## config.mk

```make
export PLATFORM = sky130hd
export DESIGN_NAME = cla_addsub_pipe_flat
export DESIGN_NICKNAME = d
export VERILOG_FILES = /design/src/rtl/cla_addsub_pipe_if.sv /design/src/rtl/cla_addsub_pipe.sv /design/src/flat_wrapper.sv
export SDC_FILE = /design/constraint.sdc
export NUM_CORES = 1
export LEC_CHECK = 0
export CAP_MARGIN = 5
export CORE_MARGIN = 4
export CORE_UTILIZATION = 45
export DETAILED_ROUTE_END_ITERATION = 16
export DONT_BUFFER_PORTS = 1
export SYNTH_ARGS = -nofsm -noshare
export SYNTH_HDL_FRONTEND = slang
export SYNTH_SLANG_ARGS = --single-unit
```

## constraint.sdc

```tcl
create_clock -name clk -period 5 [get_ports clk]
set_clock_uncertainty 0.1 [all_clocks]
set_input_delay 0.25 -clock clk [delete_from_list [all_inputs] [get_ports clk]]
set_output_delay 0.25 -clock clk [all_outputs]
set_load 0.01 [all_outputs]
```

## src/rtl/cla_addsub_pipe_if.sv

```systemverilog
// Operand-issue / writeback bundle for cla_addsub_pipe.
// The slave side is the adder; the master side drives operands and takes results.
interface cla_addsub_pipe_if #(
   parameter int WIDTH = 32
);
   logic             in_valid;
   logic             in_ready;
   logic [WIDTH-1:0] in_a;
   logic [WIDTH-1:0] in_b;
   logic             in_cin;
   logic             in_sub;
   logic             out_valid;
   logic             out_ready;
   logic [WIDTH-1:0] out_sum;
   logic             out_cout;
   logic             out_ovf;
   logic             out_zero;

   modport master (
      output in_valid, in_a, in_b, in_cin, in_sub, out_ready,
      input  in_ready, out_valid, out_sum, out_cout, out_ovf, out_zero
   );

   modport slave (
      input  in_valid, in_a, in_b, in_cin, in_sub, out_ready,
      output in_ready, out_valid, out_sum, out_cout, out_ovf, out_zero
   );
endinterface

```

## src/rtl/cla_addsub_pipe.sv

```systemverilog
// Pipelined carry-lookahead add/subtract: WIDTH/STAGES bits per stage, group
// carry handed stage-to-stage through registers, whole pipe stalls on backpressure.
module cla4 (
   input  logic [3:0] a_i,
   input  logic [3:0] b_i,
   input  logic       c_i,
   output logic [3:0] sum_o,
   output logic       gg_o,
   output logic       gp_o
);
   logic [3:0] g, p;
   logic [3:1] c;

   assign g = a_i & b_i;
   assign p = a_i ^ b_i;

   assign c[1] = g[0] | (p[0] & c_i);
   assign c[2] = g[1] | (p[1] & g[0]) | (p[1] & p[0] & c_i);
   assign c[3] = g[2] | (p[2] & g[1]) | (p[2] & p[1] & g[0]) | (p[2] & p[1] & p[0] & c_i);

   assign sum_o = p ^ {c, c_i};
   assign gg_o  = g[3] | (p[3] & g[2]) | (p[3] & p[2] & g[1]) | (p[3] & p[2] & p[1] & g[0]);
   assign gp_o  = &p;
endmodule

module cla_slice #(
   parameter int SW = 16
) (
   input  logic [SW-1:0] a_i,
   input  logic [SW-1:0] b_i,
   input  logic          c_i,
   output logic [SW-1:0] sum_o,
   output logic          c_o
);
   localparam int NG = SW / 4;

   logic [NG-1:0] gg, gp, gc;

   cla4 u_grp [NG-1:0] (
      .a_i  (a_i),
      .b_i  (b_i),
      .c_i  (gc),
      .sum_o(sum_o),
      .gg_o (gg),
      .gp_o (gp)
   );

   // Group carries from group generate/propagate; c_o doubles as the running carry.
   always_comb begin
      gc  = '0;
      c_o = c_i;
      for (int j = 0; j < NG; j++) begin
         gc[j] = c_o;
         c_o   = gg[j] | (gp[j] & c_o);
      end
   end
endmodule

module cla_addsub_pipe #(
   parameter int WIDTH  = 32,
   parameter int STAGES = 2
) (
   input logic               clk,
   input logic               rst_n,
   cla_addsub_pipe_if.slave  bus
);
   localparam int SW = WIDTH / STAGES;

   if (!(STAGES == 1 || STAGES == 2 || STAGES == 4 || STAGES == 8) ||
       (WIDTH % (4 * STAGES)) != 0) begin : g_bad_param
      $error("cla_addsub_pipe: WIDTH must be a multiple of 4*STAGES, STAGES in {1,2,4,8}");
   end

   logic              advance;
   logic [STAGES:0]   vld_pipe;
   logic [STAGES:1]   vld_q;

   assign vld_pipe      = {vld_q, bus.in_valid};
   assign advance       = ~vld_q[STAGES] | bus.out_ready;
   assign bus.in_ready  = advance;
   assign bus.out_valid = vld_q[STAGES];

   always_ff @(posedge clk or negedge rst_n) begin
      if (!rst_n)       vld_q <= '0;
      else if (advance) vld_q <= vld_pipe[STAGES-1:0];
   end

   for (genvar k = 0; k < STAGES; k++) begin : stg
      localparam int LO = k * SW;
      localparam int HI = LO + SW;

      logic [WIDTH-1:LO] a_cur, b_cur;
      logic              c_cur;
      logic [SW-1:0]     slice;
      logic [HI-1:0]     s_d, s_q;
      logic              c_d, c_q;

      // Stage 0 folds subtract into the operands; later stages take the skewed copies.
      if (k == 0) begin : g_src
         assign a_cur = bus.in_a;
         assign b_cur = bus.in_sub ? ~bus.in_b : bus.in_b;
         assign c_cur = bus.in_sub | bus.in_cin;
         assign s_d   = slice;
      end else begin : g_src
         assign a_cur = stg[k-1].g_fwd.a_q;
         assign b_cur = stg[k-1].g_fwd.b_q;
         assign c_cur = stg[k-1].c_q;
         assign s_d   = {slice, stg[k-1].s_q};
      end

      cla_slice #(.SW(SW)) u_slice (
         .a_i  (a_cur[LO +: SW]),
         .b_i  (b_cur[LO +: SW]),
         .c_i  (c_cur),
         .sum_o(slice),
         .c_o  (c_d)
      );

      always_ff @(posedge clk or negedge rst_n) begin
         if (!rst_n) begin
            s_q <= '0;
            c_q <= 1'b0;
         end else if (advance) begin
            s_q <= s_d;
            c_q <= c_d;
         end
      end

      if (k < STAGES - 1) begin : g_fwd
         logic [WIDTH-1:HI] a_q, b_q;

         always_ff @(posedge clk or negedge rst_n) begin
            if (!rst_n) begin
               a_q <= '0;
               b_q <= '0;
            end else if (advance) begin
               a_q <= a_cur[WIDTH-1:HI];
               b_q <= b_cur[WIDTH-1:HI];
            end
         end
      end else begin : g_last
         logic ovf_d, ovf_q, zero_q;

         // Flags are registered with the final slice so they reset to 0 and hold under stall.
         assign ovf_d = (a_cur[WIDTH-1] == b_cur[WIDTH-1]) & (s_d[WIDTH-1] != a_cur[WIDTH-1]);

         always_ff @(posedge clk or negedge rst_n) begin
            if (!rst_n) begin
               ovf_q  <= 1'b0;
               zero_q <= 1'b0;
            end else if (advance) begin
               ovf_q  <= ovf_d;
               zero_q <= ~|s_d;
            end
         end

         assign bus.out_sum  = s_q;
         assign bus.out_cout = c_q;
         assign bus.out_ovf  = ovf_q;
         assign bus.out_zero = zero_q;
      end
   end
endmodule

```

## src/flat_wrapper.sv

```systemverilog
// flat-port wrapper written by rule: the top's interface ports become plain ports
module cla_addsub_pipe_flat 
#(
   parameter int WIDTH  = 32,
   parameter int STAGES = 2
)
  (clk, rst_n, bus_in_valid, bus_in_a, bus_in_b, bus_in_cin, bus_in_sub, bus_out_ready, bus_in_ready, bus_out_valid, bus_out_sum, bus_out_cout, bus_out_ovf, bus_out_zero);
  cla_addsub_pipe_if #(.WIDTH(WIDTH)) bus_i ();
  input logic clk;
  input logic rst_n;
  input wire logic [$bits(bus_i.in_valid)-1:0] bus_in_valid;
  input wire logic [$bits(bus_i.in_a)-1:0] bus_in_a;
  input wire logic [$bits(bus_i.in_b)-1:0] bus_in_b;
  input wire logic [$bits(bus_i.in_cin)-1:0] bus_in_cin;
  input wire logic [$bits(bus_i.in_sub)-1:0] bus_in_sub;
  input wire logic [$bits(bus_i.out_ready)-1:0] bus_out_ready;
  output wire logic [$bits(bus_i.in_ready)-1:0] bus_in_ready;
  output wire logic [$bits(bus_i.out_valid)-1:0] bus_out_valid;
  output wire logic [$bits(bus_i.out_sum)-1:0] bus_out_sum;
  output wire logic [$bits(bus_i.out_cout)-1:0] bus_out_cout;
  output wire logic [$bits(bus_i.out_ovf)-1:0] bus_out_ovf;
  output wire logic [$bits(bus_i.out_zero)-1:0] bus_out_zero;
  assign bus_i.in_valid = bus_in_valid;
  assign bus_i.in_a = bus_in_a;
  assign bus_i.in_b = bus_in_b;
  assign bus_i.in_cin = bus_in_cin;
  assign bus_i.in_sub = bus_in_sub;
  assign bus_i.out_ready = bus_out_ready;
  assign bus_in_ready = bus_i.in_ready;
  assign bus_out_valid = bus_i.out_valid;
  assign bus_out_sum = bus_i.out_sum;
  assign bus_out_cout = bus_i.out_cout;
  assign bus_out_ovf = bus_i.out_ovf;
  assign bus_out_zero = bus_i.out_zero;
  cla_addsub_pipe #(.WIDTH(WIDTH), .STAGES(STAGES)) u_core (.clk(clk), .rst_n(rst_n), .bus(bus_i));
endmodule
```

-- Word level (Yosys, flattened, before mapping)
Index checks and enable logic that the tools add are counted.
- eq/ne operators: 2
- reduce and logical (&&, ||, !) cells: 10
- bitwise logic cells: 229
- mux-type cells: 1
- operator list (cell ; number):
    $and A1 B1 Y1 ; 121
    $or A1 B1 Y1 ; 82
    $xor A4 B4 Y4 ; 16
    $and A4 B4 Y4 ; 8
    $mux W32 ; 1
    $not A32 Y32 ; 1
    $reduce_and A4 Y1 ; 8
    $reduce_or A32 Y1 ; 1
    $eq A1 B1 Y1 ; 1
    $logic_not A1 Y1 ; 1
    $ne A1 B1 Y1 ; 1
    $not A1 Y1 ; 1
- output and inout bits: 37
- register bits: 86
- input port bits: 70
- logic and storage cells: 251

-- Longest topological paths before layout
- depth in word-level cells: 15
- depth in mapped cells: 13
- mapped depth without buffers: 13

-- Cells and area by module
A second synthesis with hierarchy kept.
- cell total of the unflattened synthesis: 581
- area, all modules: 5201.2 um2
- by module, submodules not included (module ; instances ; area an instance (um2) ; cells an instance ; seq. area each (um2)):
    cla_addsub_pipe ; 1 ; 3662.3 ; 395 ; 2152.1
    cla4 ; 8 ; 182.7 ; 22 ; 0.0
    cla_slice ; 2 ; 38.8 ; 5 ; 0.0

-- Worst setup path before layout
Ideal clock, no wire load.
- path type: reg2reg
- start: register u_core.stg[0].g_fwd.b_q[23] (netlist bit)
- end: register u_core.stg[1].g_last.zero_q, in the netlist u_core.bus.out_zero
- period minus slack after synthesis: 3.744 ns
- data required time: 4.832 ns
- library setup time: 0.068 ns
- arrival: 3.576 ns
- path slack: 1.256 ns
- buffers on the path: 0
- cell stages (with the launch flop): 14
- path through: dfrtp_1 -> ha_1 -> a21o_1 -> a21o_1 -> a22o_1 -> a311o_2 -> a21o_2 -> a21o_1 -> fa_1 -> nor4_1 -> and4_1 -> nand4_1 -> a2111oi_0 -> a32o_1
- elaborated cells between the ends (all ways): 32
- those cells by class: bitwise: 29; reduce/logical: 3
- RTL lines (element ; RTL line ; RTL):
    start, declared ; cla_addsub_pipe.sv:130 ; logic [WIDTH-1:HI] a_q, b_q;
    start signal, assigned ; cla_addsub_pipe.sv:138 ; b_q <= b_cur[WIDTH-1:HI];
    $xor A4 B4 Y4 ; cla_addsub_pipe.sv:15 ; assign p = a_i ^ b_i;
    $and A1 B1 Y1 ; cla_addsub_pipe.sv:22 ; assign gg_o = g[3] | (p[3] & g[2]) | (p[3] & p[2] & g[1]) | (p[3] & p[2] & p[1] & g[0]);
    $or A1 B1 Y1 / $and A1 B1 Y1 (equally long branches) (2 in a row) ; cla_addsub_pipe.sv:22 ;
    $or A1 B1 Y1 ; cla_addsub_pipe.sv:22 ;
    $or A1 B1 Y1 * ; cla_addsub_pipe.sv:54 ; c_o = gg[j] | (gp[j] & c_o);
    $and A1 B1 Y1 * ; cla_addsub_pipe.sv:54 ;
    $or A1 B1 Y1 * ; cla_addsub_pipe.sv:54 ;
    $xor A4 B4 Y4 * ; cla_addsub_pipe.sv:21 ; assign sum_o = p ^ {c, c_i};
    net u_core.stg[1].slice[12] ; cla_addsub_pipe.sv:94 ; logic [SW-1:0] slice;
    $reduce_or A32 Y1 * ; cla_addsub_pipe.sv:153 ; zero_q <= ~|s_d;
    $logic_not A1 Y1 * ; cla_addsub_pipe.sv:153 ;
    end signal, assigned ; cla_addsub_pipe.sv:153 ;
    end, declared ; cla_addsub_pipe.sv:142 ; logic ovf_d, ovf_q, zero_q;
The timed path passes the listed nets; every way through them passes the cells marked *.
A chain may end at the register's enable or synchronous reset.

-- Final worst setup path
Same ends and word-level chain as after synthesis.

==> metrics <==
most common library cells after synthesis nand2_1, dfrtp_1, a21oi_1; required time of the critical path 5180 ps; critical-path cell with the highest stage delay fa_1; outcome completed; mean number of vias per cell 5.13; maximum buffer depth of the clock tree 2; sum of met3 wire segment lengths after detailed routing 662 um; share of the synthesized area in compound gates (AO/OA/AOI/OAI) 12.3%; slew at the pin closest to its max-slew limit 861 ps; routed length on met1 5170 um; placed cell count 631; HPWL after DPL 7980 um; RSZ-0062 raised after global routing no; Synth Area in Simple Gates 17.6%; net count of the mapped netlist 626; insertion delay of the later-clocked pin in the worst-skew pair 340 ps; power share of the clock group 21.6%; final hold violation count 0; cells taking the most area after synthesis dfrtp_1, nand2_1, ha_1; final instance count without filler cells 692; number of distinct library cells after synthesis 46; fraction of the yosys area taken by sequential cells 45.0%; PD cells 418 nW/um2; first-pass GRT wire length 18500 um; remaining routing DRC violations 0; input/output buffers 0; initial antenna violation count 0; aggregate global routing overflow 0; CTS root buf clkbuf_8; Yosys warnings 0; type of the worst setup path reg2reg; floorplan die area 12300 um2; internal power 1.47 mW; maximum fanout count along the critical path 6; routed length on met2 5000 um; die height 111 um; P_leak 2.57 nW; number of optimization iterations in the first detailed-route pass 7; kind of cell with the highest combined delay on the critical path compound AO/OA/AOI/OAI gates; path type of the worst min-delay path in2reg; initial detailed-routing violation count 155; starting utilization of the core area 46.4%; Worst Path Buf+Inv 0; sequential group share of total power 48.0%; final net count 661; vias after detailed routing 3552; combinational cell fraction of total power 30.4%; number of nets still failing antenna checks after routing 0; cell type with the largest total area after synthesis dfrtp_1; endpoint class of the critical path flip-flop; Max Transition Viols Final 0; global routing usage summed across all routing layers 18.4%; total CTS buffers 9; Post-synth EDFFs 0; number of top-level pins 107; largest net degree at the start of global routing 89; switching pwr 845 uW; count of final setup violators 0; most frequent cell after synthesis nand2_1; gate count of the mapped netlist 516; post-synthesis adder-cell area fraction 11.7%; critical path startpoint category flip-flop; sum of routed wire length over all layers 10900 um; H-tree depth reported by CTS 3; routed len/inst 15.8 um; total standard cell area after synthesis 4790 um2; synthesized flop and latch total 86; Highest Clock Rate 240 MHz; CP max stage delay 490 ps; proportion of synthesized area in mux cells 0.209%; final critical delay including setup and external delays 4160 ps; average size of a mapped cell 9.27 um2; largest vdd supply drop 0.155 mV; cells traversed along the worst timing path ha_1, a21o_1, a21o_1, a22o_1, a311o_2, a21o_2, a21o_1, fa_1, nor4_1, and4_1, nand4_1, a2111oi_0, a32o_1; cts repair resizes 0; max_cap viols 0; Data arrival, critical path 4340 ps; Post-synth top flop dfrtp_1; max_slew headroom 42.6%; final sum of negative setup slack 0 ps; share of flip-flops with an asynchronous set or reset 100%; TritonCTS clock tree done; highest metal layer with signal wires met4; Placement Rows 37; area share of the largest cell type after synthesis 45.0%; placeable core region 10300 um2; total inserted antenna cells 0; Most common cell on crit path a21o_1; Final period util 83.2%; Clock Sinks 86; main combinational cell family by area after synthesis simple AND/OR/NAND/NOR gates; Switching Share 36.5%; share of final-layout standard cells stronger than drive strength 1 5.40%; gpl congestion 0.844; clock edge transition at the registers on the reported setup and hold paths 90 ps; synthesized-area fraction occupied by xor and xnor cells 10.1%; vias in the first global route 3718; chip width 111 um; area added between synthesis and finish 15.9%
==> routing by layer <==
layer  global-route usage (%)  vias to the layer above
met1                     24.7                     1686
met2                     29.0                       73
li1                         -                     1786
met3                     5.68                        7
met4                     4.62                        0
met5                        0                        -
==> final timing paths <==
path	start	endpoint	slack [ps]	depth (start not counted)
max in group asynchronous	rst_n	u_core.stg[0].c_q$_DFFE_PN0P_	4100	2
worst max register to register	u_core.stg[0].g_fwd.b_q[23]$_DFFE_PN0P_	u_core.bus.out_zero$_DFFE_PN0P_	840	13
worst min-delay path	bus_in_sub	u_core.stg[0].g_fwd.b_q[19]$_DFFE_PN0P_	20	2
min in group asynchronous	rst_n	u_core.bus.out_sum[9]$_DFFE_PN0P_	370	2
worst min register to register	u_core.vld_q[1]$_DFFE_PN0P_	u_core.vld_q[1]$_DFFE_PN0P_	370	2
worst max-delay path	u_core.stg[0].g_fwd.b_q[23]$_DFFE_PN0P_	u_core.bus.out_zero$_DFFE_PN0P_	840	13
==> what timing repair did <==
action,4_1_cts,5_1_grt
buffers inserted,0,0
endpoints found under the setup margin,0,0
endpoints found under the hold margin,117,0
hold buffers,45,0
==> worst reg2reg max path, delay by kind of cell, from the launching register on <==
family / cells / cell delay [ps]
flops: 1 / 390
compound gates: 8 / 2120
simple gates: 3 / 610
fa+ha+maj: 2 / 880
==> cell type report <==
type | count | area [um2]
flip-flops and latches | 86 | 2150
well taps | 136 | 170
fillers | 951 | 4780
inverters | 12 | 45.0
clock inverters | 3 | 42.5
multi-input cells | 395 | 2490
clock buffers | 13 | 159
repair buffers | 47 | 483
==> power by group through the flow <==
| stage | Clock [mW] | Sequential (mW) | Combinational (mW) |
|---|---|---|---|
| final | 0.500 | 1.11 | 0.704 |
| after global routing | 0.546 | 1.14 | 0.800 |
| after CTS | 0.515 | 1.12 | 0.709 |
| after detailed placement | 0 | 1.13 | 0.654 |
| after global placement | 0 | 1.12 | 0.635 |
| after floorplan | 0 | 1.07 | 0.531 |
==> registers in the layout (all words and copies together) (netlist names) <==
name / cells
u_core.stg.s_q: 16
u_core.stg.g_fwd.a_q: 16
u_core.stg.c_q: 1
u_core.bus.out_sum: 32
u_core.bus.out_ovf: 1
u_core.vld_q: 2
u_core.stg.g_fwd.b_q: 16
u_core.bus.out_zero: 1
u_core.bus.out_cout: 1
==> cell usage in the layout, fill, tap and decap left out, types with 2 or more instances in the layout <==
master | netlist | layout
clkbuf_8 | 0 | 11
nand4_1 | 2 | 2
a21o_1 | 4 | 4
buf_4 | 0 | 2
xnor2_1 | 30 | 30
nor2b_1 | 3 | 2
dlygate4sd3_1 | 0 | 44
ha_1 | 32 | 32
or2_2 | 4 | 4
o211ai_1 | 2 | 2
nor4_1 | 5 | 5
o31ai_1 | 6 | 6
xor2_1 | 25 | 25
nor2_1 | 32 | 32
o21ai_0 | 27 | 27
a211o_1 | 2 | 2
fa_1 | 8 | 8
a211oi_1 | 3 | 3
and2_1 | 2 | 2
inv_1 | 12 | 11
and3_1 | 2 | 2
clkbuf_1 | 11 | 2
o21a_1 | 3 | 3
dfrtp_1 | 86 | 86
a21oi_1 | 34 | 34
nand2b_1 | 3 | 3
nand2_1 | 144 | 144
nand3_1 | 4 | 4
==> stage by stage <==
stage | cell area (um2) | hold WS, ps | power, mW | setup slack (ps) | util, %
finish | 5550 | 17.2 | 2.32 | 840 | 53.7
global route | 5550 | 19.7 | 2.49 | 551 | 53.7
CTS | 5550 | 0.286 | 2.34 | 788 | 53.7
detailed placement | 4880 | -143 | 1.78 | 818 | 47.2
global placement | 4880 | -142 | 1.76 | 1050 | 47.2
floorplan | 4790 | -146 | 1.60 | 1260 | -
==> kinds of logic after synthesis <==
| group | count (synthesis) |
|---|---|
| and+or+nand+nor | 205 |
| AOI/OAI and AO/OA | 94 |
| DFF | 86 |
| xor gates and xnor gates | 55 |
| adders and majority gates | 40 |
| buffers and inverters | 35 |
| muxes | 1 |
No activity file was read; power rests on OpenSTA's default activity.
